--- src/rtl/sdf_r2_stage_gapped.sv ---
// sdf_r2_stage_gapped: radix-2 SDF butterfly stage for gapped streams with self-timed drain
module sdf_r2_stage_gapped #(
  parameter int DEPTH = 32,
  parameter int WIDTH = 16
) (
  input  logic                           clock,
  input  logic                           reset,
  input  logic                           idata_en,
  input  logic                           idata_sof,
  input  logic [WIDTH-1:0]               idata_r,
  input  logic [WIDTH-1:0]               idata_i,
  input  logic                           scale,
  output logic                           odata_en,
  output logic                           odata_sof,
  output logic [WIDTH-1:0]               odata_r,
  output logic [WIDTH-1:0]               odata_i,
  output logic [$clog2(2*DEPTH)-1:0]     odata_idx,
  output logic                           ovf,
  output logic                           sync_err
);
  localparam int AW = $clog2(DEPTH);
  localparam int W = WIDTH;

  // returns {clipped, result}: a+b or a-b in W+2 bits, optional rounded halving, then saturation
  function automatic logic [W:0] bf(input logic [W-1:0] a, input logic [W-1:0] b, input logic sub, input logic sc);
    logic signed [W+1:0] s, t;
    s = sub ? {{2{a[W-1]}}, a} - {{2{b[W-1]}}, b} : {{2{a[W-1]}}, a} + {{2{b[W-1]}}, b};
    t = sc ? (s + (W+2)'(1)) >>> 1 : s;
    bf = (t[W+1:W-1] == '0 || t[W+1:W-1] == '1) ? {1'b0, t[W-1:0]} : {1'b1, t[W+1], {(W-1){~t[W+1]}}};
  endfunction

  logic [2*W-1:0] mem [DEPTH];
  logic [2*W-1:0] rd, x1, wd;
  logic [AW:0]    k, k_eff;
  logic [AW-1:0]  d, d1, k1;
  logic           drain_act, v1, dr1, fill1, frame_scale, bfly, last, we;
  logic [W-1:0]   ar, ai, br, bi;
  logic [W:0]     p_r, p_i, m_r, m_i;

  assign k_eff = idata_sof ? '0 : k;
  assign bfly  = idata_en & k_eff[AW];
  assign last  = bfly & (&k_eff[AW-1:0]);
  assign {ar, ai} = rd;
  assign {br, bi} = x1;
  assign p_r = bf(ar, br, 1'b0, frame_scale);
  assign p_i = bf(ai, bi, 1'b0, frame_scale);
  assign m_r = bf(ar, br, 1'b1, frame_scale);
  assign m_i = bf(ai, bi, 1'b1, frame_scale);
  assign we  = v1 | fill1;
  assign wd  = v1 ? {m_r[W-1:0], m_i[W-1:0]} : x1;

  // delay buffer: one delayed write port, one read-first synchronous read port
  always_ff @(posedge clock) begin
    if (we) mem[k1] <= wd;
    rd <= mem[drain_act ? d : k_eff[AW-1:0]];
  end

  // input framing, drain sequencing and first pipeline stage
  always_ff @(posedge clock) begin
    if (reset) begin
      k           <= '0;
      d           <= '0;
      d1          <= '0;
      k1          <= '0;
      x1          <= '0;
      drain_act   <= 1'b0;
      v1          <= 1'b0;
      dr1         <= 1'b0;
      fill1       <= 1'b0;
      frame_scale <= 1'b0;
      sync_err    <= 1'b0;
    end else begin
      v1    <= bfly;
      fill1 <= idata_en & ~k_eff[AW];
      dr1   <= drain_act;
      d1    <= d;
      if (idata_en) begin
        k  <= k_eff + (AW+1)'(1);
        k1 <= k_eff[AW-1:0];
        x1 <= {idata_r, idata_i};
      end
      if (idata_en & idata_sof & (k != '0)) sync_err <= 1'b1;
      if (idata_en & (k_eff == '0)) frame_scale <= scale;
      if (drain_act) begin
        d <= d + AW'(1);
        if (&d) drain_act <= 1'b0;
      end
      if (last) drain_act <= 1'b1;
    end
  end

  // output register: butterfly sum during BFLY, stored difference during DRAIN
  always_ff @(posedge clock) begin
    if (reset) begin
      odata_en  <= 1'b0;
      odata_sof <= 1'b0;
      odata_r   <= '0;
      odata_i   <= '0;
      odata_idx <= '0;
      ovf       <= 1'b0;
    end else begin
      odata_en  <= v1 | dr1;
      odata_sof <= v1 & (k1 == '0);
      if (v1) begin
        odata_r   <= p_r[W-1:0];
        odata_i   <= p_i[W-1:0];
        odata_idx <= {1'b0, k1};
        ovf       <= ovf | p_r[W] | p_i[W] | m_r[W] | m_i[W];
      end else if (dr1) begin
        {odata_r, odata_i} <= rd;
        odata_idx <= {1'b1, d1};
      end
    end
  end
endmodule

--- config.mk ---
export PLATFORM = sky130hd
export DESIGN_NAME = sdf_r2_stage_gapped
export DESIGN_NICKNAME = d
export VERILOG_FILES = /design/src/rtl/sdf_r2_stage_gapped.sv
export SDC_FILE = /design/constraint.sdc
export NUM_CORES = 2
export LEC_CHECK = 0
export ABC_AREA = 1
export BUFFER_PORTS_ARGS = -buffer_cell sky130_fd_sc_hd__buf_4
export CAP_MARGIN = 20
export CORE_MARGIN = 10
export CORE_UTILIZATION = 38
export DETAILED_ROUTE_END_ITERATION = 16
export SYNTH_ARGS = -nofsm -noshare
export SYNTH_HDL_FRONTEND = slang
export SYNTH_SLANG_ARGS = --single-unit
--- constraint.sdc ---
create_clock -name clock -period 5.8 [get_ports clock]
set_input_delay 0.29 -clock clock [delete_from_list [all_inputs] [get_ports clock]]
set_output_delay 0.29 -clock clock [all_outputs]
set_load 0.05 [all_outputs]
==> impl_metrics.tcl <==
set metrics [dict create \
    status "complete, no violations" \
    endpoint_kind "flop" \
    cp_top_family "simple AND/OR/NAND/NOR gates" \
    die-area_mm2 0.148 \
    crit_buf_inv 3 \
    antenna_left 0 \
    synth_edf_count 1024 \
    start_util 0.384 \
    cts.sinks 1156 \
    met1_usage 0.291 \
    path_clk_slew_ns 0.06 \
    syn_area_per_cell_um2 11.0 \
    yosys_warnings 0 \
    fmax_ghz 0.214 \
    via_per_inst 5.71 \
    design.final.nets 4759 \
    finalSetupTns_ns 0 \
    cts_buffers 114 \
    route.detailed.drc 0 \
    grt_start_max_net_pins 207 \
    grt_first_pass_wirelength_mm 233 \
    synth.distinct_cells 56 \
    drv_cap 0 \
    place.gp.congestion 0.933 \
    antennaDiodeCount 0 \
    syn_nets 4713 \
    cts_resized 0 \
    wirelength_mm 159 \
    crit_type "flop to flop" \
    ys.flop_type "edfxtp_1" \
    cp_cell_sequence "inv_1 > ha_1 > fa_1 > inv_1 > nand3_1 > nand2_1 > nand2_1 > nand2_1 > xor2_1 > nand4_1 > nor2_2 > nand4_1 > nand2_1 > nand3_2 > nand2_1 > inv_1 > a22oi_2" \
    grtUsageMet3 0.0323 \
    use_met2 0.326 \
    tightest_slew_ns 1.30 \
    cpMostUsedCell "nand2_1" \
    worstPathMaxFanout 32 \
    postLayoutCellArea_mm2 0.0580 \
    route.vias.total 37100 \
    setup_viol 0 \
    mostFrequentLayoutCells "edfxtp_1 (1024), o21ai_0 (691), nor2_1 (682)" \
    h-tree-depth 3 \
    top_usage_layer "met2" \
    overflow 0 \
    drv_slew 0 \
    post_drt_wl_per_cell_um 24.5 \
    worst-r2r-setup-slack_ns 1.13 \
    hpwl_mm 92.7 \
    portBuffers 78 \
    io_pins 79 \
    synth_area_mm2 0.0506 \
    critPathLaunchType "flop" \
    worstPathArrival_ns 5.06 \
    finClkSkew_ns 0.0522 \
    nFillCells 12000 \
    antenna_found_initial 4 \
    die_y_um 385 \
    ir_worst_vdd_mv 0.266 \
    ys_async_sr_fraction 0 \
    clock_path_buffers 3 \
    layout-drive-gt1-share 0.104 \
    core_area_mm2 0.132 \
    slew_headroom 0.137 \
    area_growth_pct 14.6 \
    root_buffer "clkbuf_16" \
    p_leak_nw 20.1 \
    ys_seq_elements 1156 \
    die_w_um 385 \
    fin_crit_sh 0.805 \
    clock_latency_ns 0.76 \
    drt_pass1_iterations 5 \
    slowest_stage "a22oi_2" \
    yosysSeqAreaShare 0.660 \
    p_per_area_mw_per_mm2 330 \
    mostFrequentLayoutCell "edfxtp_1" \
    holdCritPathClass "input port to flop" \
    rsz0062_at_grt "false" \
    cts_tree "done" \
    finalHoldViolCount 0 \
    max_stage_delay_ns 1.04 \
    dr.first_iter.drc_count 4292 \
    cp.required_ns 6.19 \
    min_period_ns 4.67 \
    place_area_mm2 0.0535 \
    grt_pass1_vias 34800 \
    fp-row-count 133 \
    syn-instance-count 4599 \
    grt_usage 0.208 \
]
==> metrics by stage <==
stage | instances | utilization | power (mW) | setup WS [ns] | hold slack, ns
global route | 6498 | 0.440 | 19.8 | 0.749 | 0.0288
global placement | 6233 | 0.405 | 11.6 | 1.33 | 0.446
floorplan | 4599 | - | 10.9 | 1.64 | 0.372
detailed placement | 6236 | 0.406 | 11.6 | 1.29 | 0.450
finish | 6498 | 0.440 | 19.2 | 1.13 | 0.0602
CTS | 6481 | 0.437 | 19.2 | 1.27 | 0.00133
==> kinds of logic (layout without fill, tap and decap cells) <==
logic type | Yosys count | in the layout | share of synthesized area
and+or+nand+nor | 1474 | 1474 | 0.121
AOI/OAI and AO/OA | 1306 | 1306 | 0.151
DFF | 1156 | 1156 | 0.660
buffers and inverters | 550 | 694 | 0.0424
adders and majority gates | 77 | 77 | 0.0196
xor gates and xnor gates | 35 | 35 | 0.00635
muxes | 1 | 1 | 0.000198
==> layer usage <==
| layer | part of all wire | vias up |
|---|---|---|
| met2 | 0.45 | 1587 |
| met1 | 0.43 | 18500 |
| met5 | 0.00016 | - |
| met4 | 0.034 | 4 |
| met3 | 0.081 | 285 |
| li1 | - | 16700 |
==> repair_timing <==
| item | CTS | global route |
|---|---|---|
| hold buffers | 31 | 1 |
| buffers inserted | 0 | 0 |
| endpoints found under the hold margin | 49 | 1 |
==> worst paths after layout <==
kind,from,end,depth (start not counted)
max,rd[16],mem[8][26],17
min,idata_r[5],x1[21],3
max reg2reg,rd[16],mem[8][26],17
min reg2reg,sync_err,sync_err,2
==> flip-flops by register name, indices dropped and copies added (netlist names), 5 cells and up <==
name       count
k              6
rd            32
d1             5
x1            32
mem         1024
odata_r       16
odata_i       16
d              5
k1             5
odata_idx      6
==> worst reg2reg max path: cells and delay by family, from the launching register on <==
family / cells / cell delay [ns]
compound gates: 1 / 1.04
xor+xnor: 1 / 0.36
fa+ha+maj: 2 / 0.63
buf+inv: 3 / 0.40
flops: 1 / 0.36
simple gates: 10 / 1.49
==> synthesized netlist by cell type, drive strengths merged, types with 63 or more instances <==
library cell,instances,area share
a21oi,169,0.017
clkbuf,238,0.018
dfxtp,132,0.052
edfxtp,1024,0.61
ha,73,0.018
inv,258,0.019
nand2,498,0.038
nand3,162,0.017
nor2,739,0.057
o211ai,63,0.0093
o21ai,711,0.070
o221ai,153,0.026
o22ai,116,0.014
==> power breakdown <==
part           switching [mW]  internal [mW]  total, mW
registers              0.0666           9.16       9.23
logic                    1.63          0.659       2.29
clock network            3.31           4.33       7.63
total                    5.00           14.2       19.2
==> cell type report <==
| cell class | instances | area (um2) | share of cell area |
|---|---|---|---|
| Clock inverter | 70 | 817 | 0.0141 |
| Multi-Input combinational cell | 2893 | 15500 | 0.266 |
| Sequential cell | 1156 | 33400 | 0.576 |
| Inverter | 261 | 996 | 0.0172 |
| Clock buffer | 144 | 3050 | 0.0526 |
| Timing Repair Buffer | 219 | 2110 | 0.0364 |
| Tap cell | 1755 | 2200 | 0.0378 |
(Power assumes the default switching activity.)
